==> config.mk <==
export PLATFORM = sky130hd
export DESIGN_NAME = shift_arbiter
export DESIGN_NICKNAME = d
export VERILOG_FILES = /design/src/rtl/shift_arbiter.sv
export SDC_FILE = /design/constraint.sdc
export NUM_CORES = 1
export LEC_CHECK = 0
export CAP_MARGIN = 40
export CORE_AREA = 2 2 135 137
export DETAILED_ROUTE_END_ITERATION = 6
export DIE_AREA = 0 0 137 139
export DONT_BUFFER_PORTS = 1
export GPL_TIMING_DRIVEN = 0
export PLACE_DENSITY_LB_ADDON = 0.15
export SLEW_MARGIN = 5
export SYNTH_ARGS = -nofsm -noshare
export SYNTH_HDL_FRONTEND = slang
export SYNTH_SLANG_ARGS = --single-unit
==> constraint.sdc <==
create_clock -name clock -period 2.2 [get_ports clock]
set_clock_uncertainty 0.1 [all_clocks]
set_input_delay 0.55 -clock clock [delete_from_list [all_inputs] [get_ports clock]]
set_output_delay 0.55 -clock clock [all_outputs]
set_load 0.1 [all_outputs]
==> src/rtl/shift_arbiter.sv <==
// Round-robin arbiter sharing one operand-2 shifter between two requesters.
// Optional statistics counters are enabled with `define SHIFT_ARB_STATS_EN.
module shift_arbiter #(
   parameter int unsigned DATA_W           = 32,
   parameter int unsigned IMM_W            = 26,
   parameter int unsigned REG_SHIFT_CYCLES = 2
) (
   input  logic              clock,
   input  logic              reset,
   input  logic              req0_valid,
   output logic              req0_ready,
   input  logic [DATA_W-1:0] req0_rs,
   input  logic [DATA_W-1:0] req0_rm,
   input  logic [IMM_W-1:0]  req0_imm,
   input  logic              req1_valid,
   output logic              req1_ready,
   input  logic [DATA_W-1:0] req1_rs,
   input  logic [DATA_W-1:0] req1_rm,
   input  logic [IMM_W-1:0]  req1_imm,
   output logic [DATA_W-1:0] sh_rs,
   output logic [DATA_W-1:0] sh_rm,
   output logic [IMM_W-1:0]  sh_imm,
   input  logic [DATA_W-1:0] sh_src2,
   output logic              resp_valid,
   input  logic              resp_ready,
   output logic [DATA_W-1:0] resp_src2,
`ifdef SHIFT_ARB_STATS_EN
   output logic [15:0]       grant_cnt0,
   output logic [15:0]       grant_cnt1,
   output logic [15:0]       long_cnt,
`endif
   output logic              resp_id
);

   localparam int unsigned CntW = 2;

   typedef enum logic [1:0] {StIdle, StExec, StResp} state_e;

   state_e            state_q, state_d;
   logic              rr_q, rr_d;
   logic [CntW-1:0]   cnt_q, cnt_d;
   logic [DATA_W-1:0] lat_rs_q, lat_rs_d;
   logic [DATA_W-1:0] lat_rm_q, lat_rm_d;
   logic [IMM_W-1:0]  lat_imm_q, lat_imm_d;
   logic              lat_id_q, lat_id_d;
   logic              lat_long_q, lat_long_d;
   logic [DATA_W-1:0] resp_src2_q, resp_src2_d;
   logic              resp_id_q, resp_id_d;

   logic              gnt0, gnt1, accept;
   logic [IMM_W-1:0]  sel_imm;
   logic              sel_long;

   // Pointer only breaks ties; a lone valid requester is always granted.
   always_comb begin
      gnt0     = 1'b0;
      gnt1     = 1'b0;
      if (state_q == StIdle) begin
         gnt0 = req0_valid && (!req1_valid || !rr_q);
         gnt1 = req1_valid && (!req0_valid || rr_q);
      end
      accept   = gnt0 || gnt1;
      sel_imm  = gnt1 ? req1_imm : req0_imm;
      sel_long = !sel_imm[IMM_W-1] && sel_imm[4];
   end

   assign req0_ready = gnt0;
   assign req1_ready = gnt1;

   always_comb begin
      state_d     = state_q;
      rr_d        = rr_q;
      cnt_d       = cnt_q;
      lat_rs_d    = lat_rs_q;
      lat_rm_d    = lat_rm_q;
      lat_imm_d   = lat_imm_q;
      lat_id_d    = lat_id_q;
      lat_long_d  = lat_long_q;
      resp_src2_d = resp_src2_q;
      resp_id_d   = resp_id_q;
      unique case (state_q)
         StIdle: begin
            if (accept) begin
               lat_rs_d   = gnt1 ? req1_rs : req0_rs;
               lat_rm_d   = gnt1 ? req1_rm : req0_rm;
               lat_imm_d  = sel_imm;
               lat_id_d   = gnt1;
               lat_long_d = sel_long;
               rr_d       = !gnt1;
               cnt_d      = sel_long ? CntW'(REG_SHIFT_CYCLES - 1) : '0;
               state_d    = StExec;
            end
         end
         StExec: begin
            if (cnt_q == '0) begin
               resp_src2_d = sh_src2;
               resp_id_d   = lat_id_q;
               state_d     = StResp;
            end else begin
               cnt_d = cnt_q - 1'b1;
            end
         end
         StResp: begin
            if (resp_ready) state_d = StIdle;
         end
         default: state_d = StIdle;
      endcase
   end

   always_ff @(posedge clock) begin
      if (reset) begin
         state_q     <= StIdle;
         rr_q        <= 1'b0;
         cnt_q       <= '0;
         lat_rs_q    <= '0;
         lat_rm_q    <= '0;
         lat_imm_q   <= '0;
         lat_id_q    <= 1'b0;
         lat_long_q  <= 1'b0;
         resp_src2_q <= '0;
         resp_id_q   <= 1'b0;
      end else begin
         state_q     <= state_d;
         rr_q        <= rr_d;
         cnt_q       <= cnt_d;
         lat_rs_q    <= lat_rs_d;
         lat_rm_q    <= lat_rm_d;
         lat_imm_q   <= lat_imm_d;
         lat_id_q    <= lat_id_d;
         lat_long_q  <= lat_long_d;
         resp_src2_q <= resp_src2_d;
         resp_id_q   <= resp_id_d;
      end
   end

   // Shifter inputs are quiet outside EXEC so the shared unit sees no toggling.
   assign sh_rs      = (state_q == StExec) ? lat_rs_q  : '0;
   assign sh_rm      = (state_q == StExec) ? lat_rm_q  : '0;
   assign sh_imm     = (state_q == StExec) ? lat_imm_q : '0;
   assign resp_valid = (state_q == StResp);
   assign resp_src2  = resp_src2_q;
   assign resp_id    = resp_id_q;

`ifdef SHIFT_ARB_STATS_EN
   logic [15:0] grant_cnt0_q, grant_cnt1_q, long_cnt_q;

   always_ff @(posedge clock) begin
      if (reset) begin
         grant_cnt0_q <= '0;
         grant_cnt1_q <= '0;
         long_cnt_q   <= '0;
      end else begin
         if (gnt0) grant_cnt0_q <= grant_cnt0_q + 16'd1;
         if (gnt1) grant_cnt1_q <= grant_cnt1_q + 16'd1;
         if (accept && sel_long) long_cnt_q <= long_cnt_q + 16'd1;
      end
   end

   assign grant_cnt0 = grant_cnt0_q;
   assign grant_cnt1 = grant_cnt1_q;
   assign long_cnt   = long_cnt_q;
`endif

endmodule

==> results.rst <==
.. list-table::
   :header-rows: 1

   * - Metric
     - Value
   * - Tcrit/Tclk final
     - 108%
   * - Share of total power in combinational logic
     - about a third
   * - Worst slew margin relative to its limit
     - about 51%
   * - Total die area
     - ~19000 sq um
   * - CTS Root Buffer Type
     - sky130_fd_sc_hd__clkbuf_16
   * - Post-Syn Nets
     - 816
   * - Switch Pwr
     - roughly 0.0029 W
   * - Antenna viol nets, final
     - 0
   * - Vertical die dimension
     - 139 um
   * - Drt first pass iters
     - 7
   * - Synth Area in Compound Gates
     - a little over a fifth
   * - Top post-synthesis cells by area
     - sky130_fd_sc_hd__dfxtp_1, sky130_fd_sc_hd__a222oi_1, sky130_fd_sc_hd__and2_1
   * - TritonCTS clock tree
     - built
   * - Most common cell after layout, fill and taps aside
     - sky130_fd_sc_hd__dfxtp_1
   * - Clock Path Buffers
     - 2
   * - Worst setup path class
     - reg2out
   * - Kind of start point of the critical path
     - flop
   * - R2R cell count
     - 9
   * - XOR/XNOR share of the synthesized area
     - 0%
   * - Number of top-level pins
     - around 340
   * - Starting density of the core
     - a little under a third
   * - Post-synthesis cell area
     - 5350 sq um
   * - Area share of the largest cell type after synthesis
     - 48.3%
   * - Async S/R FF share, synth
     - 0%
   * - IO Port Bufs
     - 0
   * - Post-synth top flop
     - sky130_fd_sc_hd__dfxtp_1
   * - Actual slew at the worst max-slew pin
     - 0.739 ns
   * - Number of antenna violations at the first check in global routing
     - 0
   * - Data arrival at the endpoint of the critical path
     - around 1.7 ns
   * - Fraction of synthesized area in multiplexers
     - 0.561%
   * - Simple-gate portion of the synthesized area
     - between 20% and 30%
   * - Antenna fix cells
     - 0
   * - Adder and majority cell fraction of the synthesized area
     - less than 1%
   * - Setup repair after global routing missed its margin
     - yes
   * - GP Congestion
     - between 0.7 and 0.8
   * - Portion of total power attributed to the clock network
     - roughly 33%
   * - Worst hold path stage count
     - 2
   * - GRT Overall Usage
     - 19.1%
   * - Count of final hold-check violations
     - 0
   * - Vias
     - 5001
   * - Overflow left after global routing
     - 0
   * - Crit path time final
     - 2.38 ns
   * - Final setup violation count
     - 90
   * - Area growth from synthesis to layout
     - 38.6%
   * - Proportion of layout cells with a drive suffix above 1
     - 31.9%
   * - Clk pin slew, worst setup/hold paths
     - 0.06 ns
   * - Sequential share of the synthesized area
     - roughly 48%
   * - Minimum setup slack in the final design
     - -0.179 ns
   * - Worst hold margin
     - about 0.16 ns
   * - Starting DRT DRC Count
     - 555
   * - Power density over the cells
     - between 1000 and 1500 nW/um^2
   * - Switching share of power
     - 37.4%
   * - VDD IR-drop max
     - around 0.52 mV
   * - First-pass GRT wire length
     - between 20 and 30 mm
   * - Number of global-route vias before repair
     - 5032
   * - Synth Area per Inst
     - between 8 and 9 sq um
   * - Outcome
     - finished with violations
   * - Minimum setup slack among reg-to-reg paths
     - 0.22 ns
   * - Highest-count cells in the layout ignoring fill and taps
     - sky130_fd_sc_hd__dfxtp_1, sky130_fd_sc_hd__nor2_1, sky130_fd_sc_hd__and2_4
   * - Hold Crit Start
     - sh_src2[27]
   * - Critical path fanouts, max
     - 10
   * - Layout Nets
     - just under 900
   * - Final routed DRC violation total
     - 14
   * - TritonCTS Sinks
     - 129
   * - Post-synth cell types
     - 26
   * - Pin count of the biggest net entering global routing
     - 17
   * - Final-layout fill cell count
     - between 1500 and 2000
   * - Max-capacitance violation count
     - 0
   * - Post-layout total power
     - between 0.007 and 0.008 W
   * - Warnings, synthesis
     - 0
   * - Number of enable-type register cells in the synthesized netlist
     - 0
   * - Violations in the final reports
     - DRC, setup timing
   * - Total wire length
     - between 15 and 20 mm
   * - Standard-cell rows
     - 49
   * - Crit path to
     - sh_rm[23]
   * - Seq pwr share
     - a little over a third
   * - Number of buffers added by the clock tree synthesis step
     - 17
   * - R2r endpoint
     - resp_src2[2]
   * - Core ar.
     - 17700 sq um
   * - Internal power summed over all cells
     - around 0.005 W
   * - Max-slew violation count
     - 0
   * - Largest family of logic cells by synthesized area
     - simple AND/OR/NAND/NOR gates
   * - Average wire per cell in the routed design
     - 21.0 um
   * - Gate Count Post-Synth
     - about 600
   * - Lkg Pwr
     - ~2.9 nW
   * - Synthesis-stage register bit count
     - about 130
   * - Worst min-delay path class
     - in2reg
   * - Highest achievable clock rate
     - around 420 MHz
   * - Kind of end point of the critical path
     - primary output
   * - Die Span X
     - between 100 and 150 um
   * - CTS H-Tree Depth
     - 4
   * - Launching element of the worst setup path
     - state_q[1]
   * - Startpoint of the worst-slack reg-to-reg timing path
     - state_q[1]
   * - Worst slack at placement
     - -0.504 ns
   * - Vias per cell
     - around 5.5
   * - Clock insertion delay at the later pin of the skew report
     - slightly above 0.4 ns
   * - Library cell with the largest summed area after synthesis
     - sky130_fd_sc_hd__dfxtp_1
   * - Worst EP required
     - ~1.6 ns
   * - Half-perimeter wire length after detailed placement
     - 13.9 mm
[sequential cells by signal (all words and copies together) (netlist names)]
name	count
state_q	2
lat_rm_q	32
resp_src2	32
lat_rs_q	32
lat_imm_q	26
cnt_q	2
rr_q	1
resp_id	1
lat_id_q	1
[cell usage after synthesis (2+ instances only)]
cell type                    n
sky130_fd_sc_hd__dfxtp_1   129
sky130_fd_sc_hd__nor2_1     97
sky130_fd_sc_hd__and2_1     91
sky130_fd_sc_hd__a222oi_1   88
sky130_fd_sc_hd__nand2_1    68
sky130_fd_sc_hd__a21oi_1    37
sky130_fd_sc_hd__buf_2      27
sky130_fd_sc_hd__clkbuf_1   25
sky130_fd_sc_hd__buf_6       8
sky130_fd_sc_hd__nor3_1      4
sky130_fd_sc_hd__mux2i_1     3
sky130_fd_sc_hd__nand2b_1    3
sky130_fd_sc_hd__nor2b_1     3
sky130_fd_sc_hd__a211oi_1    2
sky130_fd_sc_hd__inv_1       2
[worst min path at each step]
stage               endpoint
5_1_grt         resp_src2[4]
2_1_floorplan        resp_id
3_3_place_gp         resp_id
6_report       resp_src2[27]
3_5_place_dp         resp_id
4_1_cts        resp_src2[27]
[what timing repair did]
action | in CTS | in global routing
pin swaps | 47 | 2
setup buffers | 5 | 1
gates cloned | 5 | 0
hold buffers | 0 | 0
endpoints found under the setup margin | 92 | 91
resized for setup | 142 | 10
[routing by layer]
metal  wire length (um)  vias up  part of all wire (%)  track usage (%)
met1               7250     2406                    38             21.8
met4                360        0                   1.9             7.43
met5                  0        -                     0                0
met2               9840      267                    52             33.4
met3               1490       22                   7.9             5.04
li1                   -     2306                     -                -
[cell families after synthesis]
group                      Yosys count
and+or+nand+nor                    270
AOI/OAI and AO/OA                  133
DFF                                129
buffers and inverters               62
muxes                                3
adders and majority gates            1
[stage by stage]
step                utilization [%]  setup TNS [ns]  instance area, sq um  std cells
finish                         42.0          -13.41                  7410        904
floorplan                         -               0                  5460        598
detailed placement             36.2          -29.21                  6400        862
global route                   42.0          -18.91                  7410        904
global placement               32.6          -29.07                  5750        827
CTS                            41.9          -17.96                  7410        904
[area by class of cell]
cell class              instances  area (sq um)  share of cell area, %
plain buffers                  59           505                   6.82
inverters                       2          7.51                  0.101
clock buffers                  19           443                   5.98
repair buffers                 46           810                   10.9
flip-flops and latches        129          2590                   34.9
clock inverters                13           103                   1.38
well taps                     229           287                   3.87
multi-input cells             407          2670                   36.0
[power by group through the flow]
stage | combinational [W] | clock [W] | sequential (W)
2_1_floorplan | 0.00137 | 0 | 0.00307
3_3_place_gp | 0.00160 | 0 | 0.00312
3_5_place_dp | 0.00219 | 0 | 0.00278
4_1_cts | 0.00244 | 0.00267 | 0.00275
5_1_grt | 0.00258 | 0.00278 | 0.00277
6_report | 0.00244 | 0.00259 | 0.00275
[worst max-delay path: stages, from the launching register on]
cell and delay [ns]:
sky130_fd_sc_hd__dfxtp_4 0.34, sky130_fd_sc_hd__and2b_4 0.30, sky130_fd_sc_hd__buf_12 0.16, sky130_fd_sc_hd__clkbuf_16 0.17, sky130_fd_sc_hd__and2_4 0.33
No activity file was read; power rests on OpenSTA's default activity.
